<file path="src/rtl/seg7_pkg.sv">
// Shared constants for the seven-segment display controller: glyph table,
// the dark pattern and the width of one hex digit.
package seg7_pkg;

    // Width of one hex digit nibble.
    localparam int DIGIT_W = 4;

    // Raw {dp,g..a} pattern with every segment off, before polarity.
    localparam logic [7:0] SEG_DARK = 8'h00;

    // Hex glyphs in g..a order (bit 0 = segment a); b and d are lowercase.
    // Entry 15 is listed first so GLYPH_TABLE[n] selects digit n.
    localparam logic [15:0][6:0] GLYPH_TABLE = {
        7'h71, 7'h79, 7'h5E, 7'h39,   // F E d C
        7'h7C, 7'h77, 7'h6F, 7'h7F,   // b A 9 8
        7'h07, 7'h7D, 7'h6D, 7'h66,   // 7 6 5 4
        7'h4F, 7'h5B, 7'h06, 7'h3F    // 3 2 1 0
    };

endpackage

</file>
<file path="src/rtl/seg7_decode.sv">
// One digit of segment decode: nibble + dp + blank -> {dp,g..a} with the
// output polarity applied. Purely combinational; the caller registers it.
module seg7_decode
    import seg7_pkg::*;
#(
    parameter int ACTIVE_LOW = 1
) (
    input  logic [DIGIT_W-1:0] nibble,
    input  logic               dp,
    input  logic               blank,
    output logic [7:0]         seg
);

    logic [7:0] raw;

    // Glyph lookup; a blanked digit keeps its decimal point.
    always_comb begin
        raw    = SEG_DARK;
        raw[7] = dp;
        if (!blank) begin
            raw[6:0] = GLYPH_TABLE[nibble];
        end
        seg = (ACTIVE_LOW != 0) ? ~raw : raw;
    end

endmodule

</file>
<file path="src/rtl/seg7_display_ctrl.sv">
// Hex seven-segment display controller: captures a value over a valid/ready
// handshake, applies leading-zero blanking and blinking, and drives either
// static per-digit segment outputs or a time-multiplexed segment bus.
module seg7_display_ctrl
    import seg7_pkg::*;
#(
    parameter int DIGITS     = 4,
    parameter int MUX_MODE   = 0,
    parameter int ACTIVE_LOW = 1,
    parameter int SCAN_DIV   = 50000,
    parameter int BLINK_DIV  = 12500000
) (
    input  logic                      clk,
    input  logic                      reset_n,
    input  logic [DIGIT_W*DIGITS-1:0] value_in,
    input  logic                      value_valid,
    output logic                      value_ready,
    input  logic [DIGITS-1:0]         dp_in,
    input  logic [DIGITS-1:0]         blink_mask,
    input  logic                      blank_lz,
    output logic [8*DIGITS-1:0]       seg_out,
    output logic [7:0]                seg_mux,
    output logic [DIGITS-1:0]         dig_sel
);

    localparam int                BLINK_W = $clog2(BLINK_DIV);
    localparam logic [7:0]        SEG_OFF = (ACTIVE_LOW != 0) ? ~SEG_DARK : SEG_DARK;
    localparam logic [DIGITS-1:0] DIG_OFF = (ACTIVE_LOW != 0) ? {DIGITS{1'b1}} : {DIGITS{1'b0}};

    // Handshake: a transfer happens on any rising edge where value_valid and
    // value_ready are both high; value_ready is low for exactly the cycle
    // after a transfer and high otherwise (low while in reset).
    logic                      xfer;
    logic                      ready_d, ready_q;
    logic [DIGIT_W*DIGITS-1:0] value_d, value_q;
    logic [DIGITS-1:0]         dp_d, dp_q;
    logic [DIGITS-1:0]         mask_d, mask_q;
    logic [BLINK_W-1:0]        blink_cnt_d, blink_cnt_q;
    logic                      blink_phase_d, blink_phase_q;

    logic                      lz_run;
    logic [DIGITS-1:0]         lz_blank;
    logic [DIGITS-1:0]         dig_dark;
    logic [DIGITS-1:0]         dig_blank;
    logic [DIGITS-1:0]         dig_dp;

    assign value_ready = ready_q;

    // Capture stage and blink prescaler next-state.
    always_comb begin
        xfer          = value_valid && ready_q;
        ready_d       = !xfer;
        value_d       = value_q;
        dp_d          = dp_q;
        mask_d        = mask_q;
        if (xfer) begin
            value_d = value_in;
            dp_d    = dp_in;
            mask_d  = blink_mask;
        end
        blink_cnt_d   = blink_cnt_q + BLINK_W'(1);
        blink_phase_d = blink_phase_q;
        if (blink_cnt_q == BLINK_W'(BLINK_DIV - 1)) begin
            blink_cnt_d   = '0;
            blink_phase_d = !blink_phase_q;
        end
    end

    // Capture and prescaler registers.
    always_ff @(posedge clk or negedge reset_n) begin
        if (!reset_n) begin
            ready_q       <= 1'b0;
            value_q       <= '0;
            dp_q          <= '0;
            mask_q        <= '0;
            blink_cnt_q   <= '0;
            blink_phase_q <= 1'b0;
        end else begin
            ready_q       <= ready_d;
            value_q       <= value_d;
            dp_q          <= dp_d;
            mask_q        <= mask_d;
            blink_cnt_q   <= blink_cnt_d;
            blink_phase_q <= blink_phase_d;
        end
    end

    // Per-digit blank/dp: zeros blank from the top down while every higher
    // digit is blanked; digit 0 always shows; blinking kills dp as well.
    always_comb begin
        lz_blank = '0;
        lz_run   = blank_lz;
        for (int i = DIGITS - 1; i >= 0; i--) begin
            lz_blank[i] = lz_run && (value_q[i*DIGIT_W +: DIGIT_W] == '0) && (i != 0);
            lz_run      = lz_blank[i];
        end
        dig_dark  = mask_q & {DIGITS{blink_phase_q}};
        dig_blank = lz_blank | dig_dark;
        dig_dp    = dp_q & ~dig_dark;
    end

    if (MUX_MODE == 0) begin : g_static
        logic [8*DIGITS-1:0] seg_out_d, seg_out_q;

        for (genvar i = 0; i < DIGITS; i++) begin : g_dig
            seg7_decode #(.ACTIVE_LOW(ACTIVE_LOW)) u_dec (
                .nibble (value_q[i*DIGIT_W +: DIGIT_W]),
                .dp     (dig_dp[i]),
                .blank  (dig_blank[i]),
                .seg    (seg_out_d[i*8 +: 8])
            );
        end

        // Registered decode stage for the static outputs.
        always_ff @(posedge clk or negedge reset_n) begin
            if (!reset_n) seg_out_q <= {DIGITS{SEG_OFF}};
            else          seg_out_q <= seg_out_d;
        end

        assign seg_out = seg_out_q;
        assign seg_mux = SEG_OFF;
        assign dig_sel = DIG_OFF;
    end else begin : g_mux
        localparam int SLOT_W = $clog2(SCAN_DIV);
        localparam int IDX_W  = (DIGITS > 1) ? $clog2(DIGITS) : 1;

        logic [SLOT_W-1:0]  slot_cnt_d, slot_cnt_q;
        logic [IDX_W-1:0]   idx_d, idx_q, idx_next, disp_idx;
        logic               slot_last;
        logic [DIGIT_W-1:0] mux_nib;
        logic               mux_dp, mux_blank;
        logic [DIGITS-1:0]  onehot;
        logic [7:0]         seg_mux_d, seg_mux_q;
        logic [DIGITS-1:0]  dig_sel_d, dig_sel_q;

        // Scan counters; in a slot's last cycle the selects go inactive and
        // the segment bus already carries the next digit, so no ghosting.
        always_comb begin
            slot_cnt_d = slot_cnt_q + SLOT_W'(1);
            idx_d      = idx_q;
            if (slot_cnt_q == SLOT_W'(SCAN_DIV - 1)) begin
                slot_cnt_d = '0;
                idx_d      = (idx_q == IDX_W'(DIGITS - 1)) ? '0 : idx_q + IDX_W'(1);
            end
            slot_last = (slot_cnt_d == SLOT_W'(SCAN_DIV - 1));
            idx_next  = (idx_d == IDX_W'(DIGITS - 1)) ? '0 : idx_d + IDX_W'(1);
            disp_idx  = slot_last ? idx_next : idx_d;
            mux_nib   = '0;
            mux_dp    = 1'b0;
            mux_blank = 1'b1;
            onehot    = '0;
            for (int i = 0; i < DIGITS; i++) begin
                if (disp_idx == IDX_W'(i)) begin
                    mux_nib   = value_q[i*DIGIT_W +: DIGIT_W];
                    mux_dp    = dig_dp[i];
                    mux_blank = dig_blank[i];
                    onehot[i] = 1'b1;
                end
            end
            dig_sel_d = slot_last ? DIG_OFF : ((ACTIVE_LOW != 0) ? ~onehot : onehot);
        end

        seg7_decode #(.ACTIVE_LOW(ACTIVE_LOW)) u_dec (
            .nibble (mux_nib),
            .dp     (mux_dp),
            .blank  (mux_blank),
            .seg    (seg_mux_d)
        );

        // Scan counters and registered multiplexed outputs.
        always_ff @(posedge clk or negedge reset_n) begin
            if (!reset_n) begin
                slot_cnt_q <= '0;
                idx_q      <= '0;
                seg_mux_q  <= SEG_OFF;
                dig_sel_q  <= DIG_OFF;
            end else begin
                slot_cnt_q <= slot_cnt_d;
                idx_q      <= idx_d;
                seg_mux_q  <= seg_mux_d;
                dig_sel_q  <= dig_sel_d;
            end
        end

        assign seg_out = {DIGITS{SEG_OFF}};
        assign seg_mux = seg_mux_q;
        assign dig_sel = dig_sel_q;
    end

endmodule
</file>
<file path="config.mk">
export PLATFORM = sky130hd
export DESIGN_NAME = seg7_display_ctrl
export DESIGN_NICKNAME = d
export VERILOG_FILES = /design/src/rtl/seg7_pkg.sv /design/src/rtl/seg7_decode.sv /design/src/rtl/seg7_display_ctrl.sv
export SDC_FILE = /design/constraint.sdc
export NUM_CORES = 1
export LEC_CHECK = 0
export CELL_PAD_IN_SITES_DETAIL_PLACEMENT = 2
export CELL_PAD_IN_SITES_GLOBAL_PLACEMENT = 2
export CORE_MARGIN = 10
export CORE_UTILIZATION = 37
export CTS_BUF_LIST = sky130_fd_sc_hd__clkbuf_16
export CTS_CLUSTER_DIAMETER = 100
export DETAILED_ROUTE_END_ITERATION = 10
export GPL_ROUTABILITY_DRIVEN = 0
export MAX_ROUTING_LAYER = met4
export PLACE_DENSITY = 0.95
export SYNTH_ARGS = -nofsm -noshare
export SYNTH_HDL_FRONTEND = slang
export SYNTH_HIERARCHICAL = 1
export SYNTH_SLANG_ARGS = --single-unit
</file>
<file path="constraint.sdc">
create_clock -name clk -period 3.1 [get_ports clk]
set_input_delay 0.62 -clock clk [delete_from_list [all_inputs] [get_ports clk]]
set_output_delay 0.62 -clock clk [all_outputs]
set_load 0.1 [all_outputs]
</file>
==> out/results.tsv <==
stage	metric	value	unit
outcome	status	finished clean	
place	portBuffers	60	
sta	fin_crit_sh	0.765	
grt	grtUsageTotal	0.186	
synth	syn_area	4180	um2
drt	routed-via-count	3162	
setup_path	r2r_slack	0.73	ns
setup_path	slowest_delay	0.51	ns
sta	tightestPinTransition	1.04	ns
grt	grt-ovfl-total	0	
drt	wl	14.4	mm
die	coreArea	10900	um2
synth	synth_seq_cells	82	
final_layout	fill_cells	1091	
synth	syn_area_per_cell	11.5	um2
sta	max_freq	422	MHz
final_layout	drive_gt1_frac	0.274	
cts	cts_made_buffers	9	
grt	grt_max_degree	83	
grt	antenna_found_initial	0	
die	dieArea	16000	um2
die	num_io_pins	73	
sta	drv_slew	0	
synth	synthFlopType	dfrtp_1	
setup_path	worstPathCellList	ha_1 -> and4_1 -> nand4_1 -> nor3_2 -> buf_4 -> xor2_1	
grt	first_global_vias	3785	
cts	root_buffer	clkbuf_16	
final_layout	syn2layout_area_growth	22.1	%
place	dp_hpwl	9.43	mm
setup_path	critPathSlowestCell	nor3_2	
synth	syn_inst	363	
drt	drt_iter0_markers	175	
sta	fin_hold_ws	0.449	ns
die	initial_utilization	0.383	
cts	cts_htree_levels	3	
hold_path	hp-class	primary input to async pin	
place	placedCellCount	555	
drt	drc	0	
final_layout	finalNonFillerCells	571	
setup_path	critPathKind	flop to flop	
setup_path	start_kind	flop	
place	post-place-ws	0.839	ns
setup_path	critPathTopFamily	simple AND/OR/NAND/NOR gates	
cts	cts_tree	done	
setup_path	worstSetupEndpointType	flop	
power_and_ir_drop	p_leak	2.26	nW
synth	synth-seq-area-share	0.500	
sta	hold_viol_final	0	
power_and_ir_drop	ir_worst_vdd	388	uV
sta	fin_tns_setup	0	ns
grt	grt_pass1_wl	22.8	mm
power_and_ir_drop	power_density	818	nW/um2
cts	cts_hold_buf	0	
final_layout	antennaDiodeCount	0	
synth	yosys_warnings	6	
sta	fin_worst_skew	0.0117	ns
cts	path_clk_slew	0.07	ns
cts	cts.sinks	82	
setup_path	cp_data_required_time	3.37	ns
cts	clk_latency	0.35	ns
setup_path	crit_buf_inv	1	
die	floorplan.rows	38	
final_layout	fin_nets	479	
synth	synth_edf_count	0	
die	die_w	126	um
die	die_y	126	um
drt	ant_nets	0	
sta	worst_slack	0.729	ns
cts	ctsResizeCount	0	
drt	avgRoutedWirePerCell	25.2	um
flow_run	maxCapViolCount	0	
cts	post-cts-setup-buffers	0	
synth	netlist-cell-type-count	48	
sta	slew_headroom	0.306	
synth	synthArstFlopShare	1.00	
sta	fin_crit	2.37	ns
setup_path	cp_max_fo	12	
cts	clk_path_buf_depth	2	
drt	first_pass_iters	6	
sta	rsz0062_at_grt	false	
power_and_ir_drop	p_total	4.18	mW
sta	setup_violations	0	
drt	routed_via_density	5.54	
setup_path	arrival	2.64	ns
## Yosys cell counts (2+ instances only)
master	count	area, um2
dfrtp_1	50	1250
dfstp_2	32	841
ha_1	25	313
mux2_2	24	270
nor2_1	23	86.3
inv_1	18	67.6
buf_4	12	90.1
o21ai_0	12	60.1
nand2_1	11	41.3
nand3_1	10	50.1
xor2_1	9	78.8
a221o_1	8	80.1
mux2i_1	8	80.1
nand2b_1	8	50.1
nand4_1	8	50.1
o211ai_1	8	60.1
xnor2_1	8	70.1
nor3_1	7	35.0
a21oi_1	6	30.0
nor2b_1	6	37.5
nor4_1	6	37.5
a21boi_0	5	37.5
or3_1	5	31.3
a211oi_1	4	30.0
a311o_1	4	40.0
a31oi_1	4	25.0
and2_1	4	25.0
buf_6	4	45.0
inv_2	4	15.0
mux2_4	4	60.1
o311ai_1	4	35.0
clkbuf_1	3	11.3
or4_1	3	22.5
buf_2	2	10.0
## cells by family (layout without fill, tap and decap cells)
group           Yosys count  after routing  share of synthesized area
buf+inv                  43            100                     0.0571
compound gates           59             59                      0.102
fa+ha+maj                25             25                     0.0748
simple gates            100            100                      0.131
flops                    82             82                      0.500
xor+xnor                 17             17                     0.0356
other cells               1             12                   0.000896
mux                      36             36                     0.0981
## worst paths after layout
path	from	endpoint	cells after the start
worst max-delay path	blink_cnt_q[0]	blink_phase_q	6
worst min-delay path	reset_n	blink_cnt_q[22]	1
worst max register to register	blink_cnt_q[0]	blink_phase_q	6
worst min register to register	dp_q[1]	dp_q[1]	1
max in group asynchronous	reset_n	value_q[0]	1
min in group clk	dp_q[1]	dp_q[1]	1
## metal layers
metal  GRT usage  share of wire  up-vias
met5           -              0        -
met1       0.205           0.40     1641
met4      0.0743          0.021        0
met2       0.323           0.54       97
li1            -              -     1401
met3      0.0367          0.036       23
## area by class of cell
cell class | count | area [um2] | share of cell area
Clock inverter | 7 | 110 | 0.0215
Timing Repair Buffer | 62 | 531 | 0.104
Sequential cell | 82 | 2090 | 0.409
Multi-Input combinational cell | 249 | 1890 | 0.371
Clock buffer | 9 | 225 | 0.0441
Tap cell | 140 | 175 | 0.0343
Inverter | 22 | 82.6 | 0.0162
## flip-flops by register name (all words and copies together), names as in the netlist
name,cells
dp_q,4
value_q,16
value_ready,1
blink_cnt_q,24
seg_out,32
mask_q,4
blink_phase_q,1
## power breakdown
group          internal, mW  total (mW)  switching (mW)
clock                 0.781        1.25           0.471
sequential             1.29        1.44           0.149
combinational         0.358        1.49            1.13
total                  2.43        4.18            1.75
## per-stage QoR
step,util,cell area (um2)
6_report,0.467,5110
5_1_grt,0.467,5110
4_1_cts,0.467,5110
3_5_place_dp,0.437,4770
3_3_place_gp,0.437,4770
2_1_floorplan,-,4230
## cell usage in the layout, fill, tap and decap left out, types with 9 or more instances in the layout
cell             Yosys  layout
xor2_1               9       9
nand2_1             11      11
nor2_1              23      23
inv_1               18      20
dfstp_2             32      32
o21ai_0             12      12
nand3_1             10      10
clkdlybuf4s50_1      0      26
ha_1                25      25
dfrtp_1             50      50
clkbuf_16            0       9
buf_4               12      36
conb_1               1      12
mux2_2              24      24
Note: power is estimated with default switching activity, not from simulation.
==> patch 1, RTL diff (same flow settings) <==
Set the parameter `MUX_MODE` to 1 (it was 0).
--- a/src/rtl/seg7_display_ctrl.sv
+++ b/src/rtl/seg7_display_ctrl.sv
@@ -7,3 +7,3 @@
     parameter int DIGITS     = 4,
-    parameter int MUX_MODE   = 0,
+    parameter int MUX_MODE   = 1,
     parameter int ACTIVE_LOW = 1,
Function: changed (Yosys sat finds a counterexample within 4 cycles, from zero or initial values and one cycle with reset_n low).
==> patch 1 against the unedited design <==
- the run now ends with setup timing left
- design area grew 15%
- first-iteration DRC count up 39%
- core utilization grew 4.3 points
- sequential cell count shrank 2
- critical path depth rose by 7
- wire length rose by 37%
- worst setup slack worse by 1.3 ns
- area after synthesis grew 6.0%
- total power shrank 27%
- count of clock-buffer cells in the layout did not move
- synthesized cell count grew 13%
- critical path type unchanged
- largest cell class is now multi-input combinational cells
- largest power group is now sequential cells
- highest routed layer unchanged
==> patch 1: results (changes against the unedited design) <==
* Status: finished, violations left
* Failing checks: setup timing
* Total track usage at 0.228 (+0.0415)
* Kind of start point of the critical path: register
* Vias in the first global route at 4420 (+17%)
* CTS root buffer: clkbuf_16
* Crit-path slowest cell: dfrtp_1
* Drt total wl at 19.7 mm (+37%)
* Share of layout cells above drive strength 1 at 0.392 (+0.119)
* Post-synthesis cell area at 4430 um2 (+6.0%)
* Arrival @ worst endpoint at 3.91 ns (+1.27 ns)
* Antenna diodes at 0 (unchanged)
* Pre-antenna DRT Iters at 4 (-2)
* Clk buf depth at 2 (unchanged)
* Endpoints failing setup at 7 (+7)
* Hold/Removal Path Class: in2async
* RR Startpoint: g_mux.slot_cnt_q[6]$_DFF_PN0_
* Worst setup endpoint: seg_mux[6]$_DFF_PN1_
* CTS Buf Count at 9 (unchanged)
* Largest net degree at the start of global routing at 81 (-2.4%)
* Final WS setup at -0.543 ns (-1.27 ns)
* Reg2Reg Depth at 13 (+7)
* Most frequent cells after synthesis: dfrtp_1, buf_4, nor2_1
* Via density at 5.65 (+2.1%)
* First-pass GRT wire length at 27.5 mm (+21%)
* Clock Latency Late Sink at 0.34 ns
* Routing usage on met2 at 0.417 (+0.0938)
* Final net count at 563 (+18%)
* Skew final at 0.00728 ns (-0.00443 ns)
* Grt met1 use at 0.216 (+0.0114)
* Place WS at -0.406 ns (-1.24 ns)
* Largest stage delay, worst path at 0.47 ns (-0.04 ns)
* Placed Area at 5230 um2 (+9.6%)
* Crit-path max FO at 7 (-5)
* Delay-heaviest family, CP: compound AO/OA/AOI/OAI gates
* Synth Flop Type: dfrtp_1
* Top flop regs: blink_cnt_q x24, g_mux.slot_cnt_q x16, value_q x16
* Pleak at 2.70 nW (+20%)
* Yosys warning total at 6 (unchanged)
* Area contributors post-synth: dfrtp_1, dfstp_2, mux2_2
* Cell Pwr Density at 518 nW/um2 (-37%)
* Met3 Use GR at 0.0440 (+0.00739)
* Detailed Route Iter0 Violations at 244 (+39%)
* Slew headroom at 0.293 (-0.0137)
* Worst vdd rail ir drop at 0.406 mV (+4.7%)
* Detailed Place HPWL at 11.3 mm (+20%)
* Sequential share of the synthesized area at 0.455 (-0.0450)
* Count of different cell masters after synthesis at 65 (+35%)
* IO Port Bufs at 40 (-33%)
==> patch 1: cell types whose count changed in the layout (fill, tap and decap cells not counted), moves of 11 or more <==
cell / before / now
dfrtp_1: 50 / 62
conb_1: 12 / 32
o21ai_0: 12 / 1
buf_4: 36 / 87
xor2_1: 9 / 22
dfstp_2: 32 / 12
ha_1: 25 / 4
==> patch 1: logic make-up after synthesis <==
logic type      share of synthesized area
other cells                      0.000846
simple gates                        0.167
buf+inv                            0.0920
mux                                0.0946
compound gates                     0.0886
fa+ha+maj                          0.0305
flops                               0.455
xor+xnor                           0.0711
==> patch 1: stage by stage <==
| step | cells | TNS (ns) |
|---|---|---|
| after global routing | 673 | -3.85 |
| after CTS | 662 | -1.65 |
| after global placement | 634 | -0.125 |
| after detailed placement | 634 | -2.21 |
| final | 673 | -3.14 |
| after floorplan | 443 | -0.0107 |
==> patch 1: cell type report <==
class	count	area, um2
clock buffer	9	225
sequential	80	2020
inverter	21	78.8
tap	143	179
fill	1152	5660
timing repair buffer	117	967
multi-input combinational	296	2370
clock inverter	7	58.8
==> patch 1: worst min-delay path by stage <==
stage | from | endpoint | slack (ns) | depth (start not counted)
after floorplan | reset_n | blink_cnt_q[0]$_DFF_PN0_ | 0.32 | 0
after global routing | value_ready$_DFF_PN0_ | value_ready$_DFF_PN0_ | 0.51 | 1
after CTS | value_ready$_DFF_PN0_ | value_ready$_DFF_PN0_ | 0.46 | 1
final | reset_n | blink_cnt_q[17]$_DFF_PN0_ | 0.46 | 1
after global placement | value_ready$_DFF_PN0_ | value_ready$_DFF_PN0_ | 0.44 | 1
after detailed placement | value_ready$_DFF_PN0_ | value_ready$_DFF_PN0_ | 0.46 | 1
==> patch 1: layer usage <==
layer	share of wire	vias to the layer above
met2	0.54	163
li1	-	1602
met1	0.36	1951
met4	0.067	0
met3	0.039	89
met5	0	-
==> patch 1: what timing repair did <==
| action | CTS | global route |
|---|---|---|
| hold buffers | 0 | 0 |
| buffers inserted | 12 | 11 |
| gates cloned | 0 | 0 |
| hold endpoints to repair | 0 | 0 |
| setup endpoints to repair | 7 | 7 |
| gates resized for setup | 34 | 22 |
| pin swaps | 16 | 13 |
==> patch 1: power breakdown <==
part	switching, mW	total [mW]	leakage [nW]	internal, mW
combinational	0.572	0.790	1.57	0.218
clock	0.453	1.07	0.149	0.613
sequential	0.0702	1.20	0.983	1.13
total	1.09	3.06	2.70	1.96
==> patch 2, RTL diff (same flow settings) <==
Made on the original files. Register the output `seg_out`, without a reset; this adds one clock of latency there. The other outputs are not delayed to match.
--- a/src/rtl/seg7_display_ctrl.sv
+++ b/src/rtl/seg7_display_ctrl.sv
@@ -28,2 +28,4 @@
     localparam logic [DIGITS-1:0] DIG_OFF = (ACTIVE_LOW != 0) ? {DIGITS{1'b1}} : {DIGITS{1'b0}};
+
+    logic [8*DIGITS-1:0] seg_d;
 
@@ -119,3 +121,3 @@
 
-        assign seg_out = seg_out_q;
+        assign seg_d = seg_out_q;
         assign seg_mux = SEG_OFF;
@@ -184,3 +186,3 @@
 
-        assign seg_out = {DIGITS{SEG_OFF}};
+        assign seg_d = {DIGITS{SEG_OFF}};
         assign seg_mux = seg_mux_q;
@@ -189,2 +191,6 @@
 
+    always_ff @(posedge clk) begin
+        seg_out <= seg_d;
+    end
+
 endmodule
Function: changed (Yosys sat finds a counterexample within 4 cycles, from zero or initial values and one cycle with reset_n low).
==> patch 2 against the unedited design <==
- design area increased by 18%
- non-clock buffer count is the same
- first-iteration DRC count decreased by 23%
- synthesized cell count up 8.8%
- total power grew 30%
- via count grew 7.1%
- sequential cell count is 32 higher
- largest cell class unchanged
- die area grew 13%
- wire length is 5.8% higher
- worst setup slack got worse by 0.21 ns
- area after synthesis increased by 15%
==> patch 2: results (changes against the unedited design) <==
* Status: finished clean
* Sw Share at 0.371 (-0.0483)
* Post-CTS setup buffer count at 0 (unchanged)
* Worst-margin pin slew at 1.08 ns (+0.0383 ns)
* Wirelength per Cell at 23.4 um (-7.2%)
* Count of different cell masters after synthesis at 49 (+2.1%)
* Vias at 3385 (+7.1%)
* Worst vdd rail ir drop at 0.447 mV (+15%)
* Total track usage at 0.180 (-0.00598)
* Sequential share of the synthesized area at 0.566 (+0.0664)
* Delay-heaviest family, CP: simple AND/OR/NAND/NOR gates
* Share of layout cells above drive strength 1 at 0.273 (-0.000295)
* IO Port Bufs at 60 (unchanged)
* Total negative slack at 0 ns (unchanged)
* Crit-path max FO at 9 (-3)
* Vias in the first global route at 4017 (+6.1%)
* Wire length on met1 at 6.16 mm (+5.8%)
* Yosys warning total at 6 (unchanged)
* Clk pin slew, worst setup/hold paths at 0.05 ns (-0.02 ns)
* Antenna violations before repair at 0 (unchanged)
* Crit-path slowest cell: nor3_2
* Most frequent cells after synthesis: dfrtp_1, dfstp_2, dfxtp_1
* Clk buf depth at 2 (unchanged)
* Wire length on met2 at 8.25 mm (+6.7%)
* Largest stage delay, worst path at 0.68 ns (+0.17 ns)
* First-pass GRT wire length at 24.1 mm (+5.8%)
* Final net count at 519 (+8.4%)
* Top flop regs: g_static.seg_out_q x32, seg_out x32, blink_cnt_q x24
* Arrival @ worst endpoint at 2.92 ns (+0.28 ns)
* Pre-antenna DRT Iters at 4 (-2)
* Detailed Place HPWL at 9.54 mm (+1.1%)
* Top-count cell post-synth: dfrtp_1
* Clock Latency Late Sink at 0.43 ns (+0.08 ns)
* Post-cts resize count at 0 (unchanged)
* Clock H-tree levels at 4 (+1)
* Detailed Route Iter0 Violations at 135 (-23%)
* Pleak at 2.65 nW (+17%)
* Skew final at 0.00775 ns (-0.00395 ns)
* Top layer reached by signal wires: met4
* Antenna diodes at 0 (unchanged)
* Area contributors post-synth: dfrtp_1, dfstp_2, dfxtp_1
* Placed Area at 5460 um2 (+14%)
* Synth async-reset ratio at 0.719 (-0.281)
* Met3 WL at 458 um (-13%)
* Hold/Removal Path Class: reg2reg
* CTS Buf Count at 17 (+8)
* Largest net degree at the start of global routing at 83 (unchanged)
* CTS root buffer: clkbuf_16
-- patch 2: worst register-to-register path, delay by kind of cell (launching register included) --
family	cells	cell delay, ns
simple gates	3	1.33
flops	1	0.45
buf+inv	1	0.30
fa+ha+maj	1	0.26
xor+xnor	1	0.16
-- patch 2: cells by family after synthesis --
group,count (synthesis),synth area share
flops,114,0.566
simple gates,100,0.114
compound gates,59,0.0887
buf+inv,43,0.0495
mux,36,0.0851
fa+ha+maj,25,0.0648
xor+xnor,17,0.0309
other cells,1,0.000777
-- patch 2: power groups by stage --
stage / registers, mW / logic (mW) / clock network (mW)
after floorplan: 2.68 / 0.412 / 0
after global placement: 1.97 / 1.42 / 0
after detailed placement: 1.99 / 1.48 / 0
after CTS: 1.99 / 1.51 / 1.98
after global routing: 2.02 / 1.56 / 2.06
final: 1.99 / 1.49 / 1.95
-- patch 2: final timing paths --
| check | from | to | slack (ns) | depth (start not counted) |
|---|---|---|---|---|
| max | blink_cnt_q[0]$_DFF_PN0_ | blink_phase_q$_DFFE_PN0N_ | 0.52 | 6 |
| min | g_static.seg_out_q[24]$_DFF_PN1_ | seg_out[24]$_DFF_P_ | 0.39 | 0 |
| max reg2reg | blink_cnt_q[0]$_DFF_PN0_ | blink_phase_q$_DFFE_PN0N_ | 0.52 | 6 |
| min reg2reg | g_static.seg_out_q[24]$_DFF_PN1_ | seg_out[24]$_DFF_P_ | 0.39 | 0 |
| max in group asynchronous | reset_n | value_q[5]$_DFFE_PN0P_ | 2.02 | 1 |
| min in group asynchronous | reset_n | blink_cnt_q[19]$_DFF_PN0_ | 0.41 | 1 |
-- patch 2: routing by layer --
layer	vias up	global-route usage
met1	1755	0.192
met4	0	0.0719
met2	77	0.311
met5	-	-
met3	29	0.0485
li1	1524	-
-- patch 2: per-stage QoR --
stage	util	setup slack, ns	std cells
6_report	0.477	0.524	651
5_1_grt	0.477	0.333	651
4_1_cts	0.477	0.563	651
3_5_place_dp	0.431	0.742	619
3_3_place_gp	0.431	0.986	619
2_1_floorplan	-	1.15	406
-- patch 2: cell type report --
| type | instances | area (um2) |
|---|---|---|
| clock inverter | 13 | 111 |
| sequential | 114 | 2730 |
| fill | 1233 | 6630 |
| clock buffer | 19 | 475 |
| inverter | 22 | 82.6 |
| multi-input combinational | 249 | 1890 |
| timing repair buffer | 62 | 531 |
| tap | 172 | 215 |
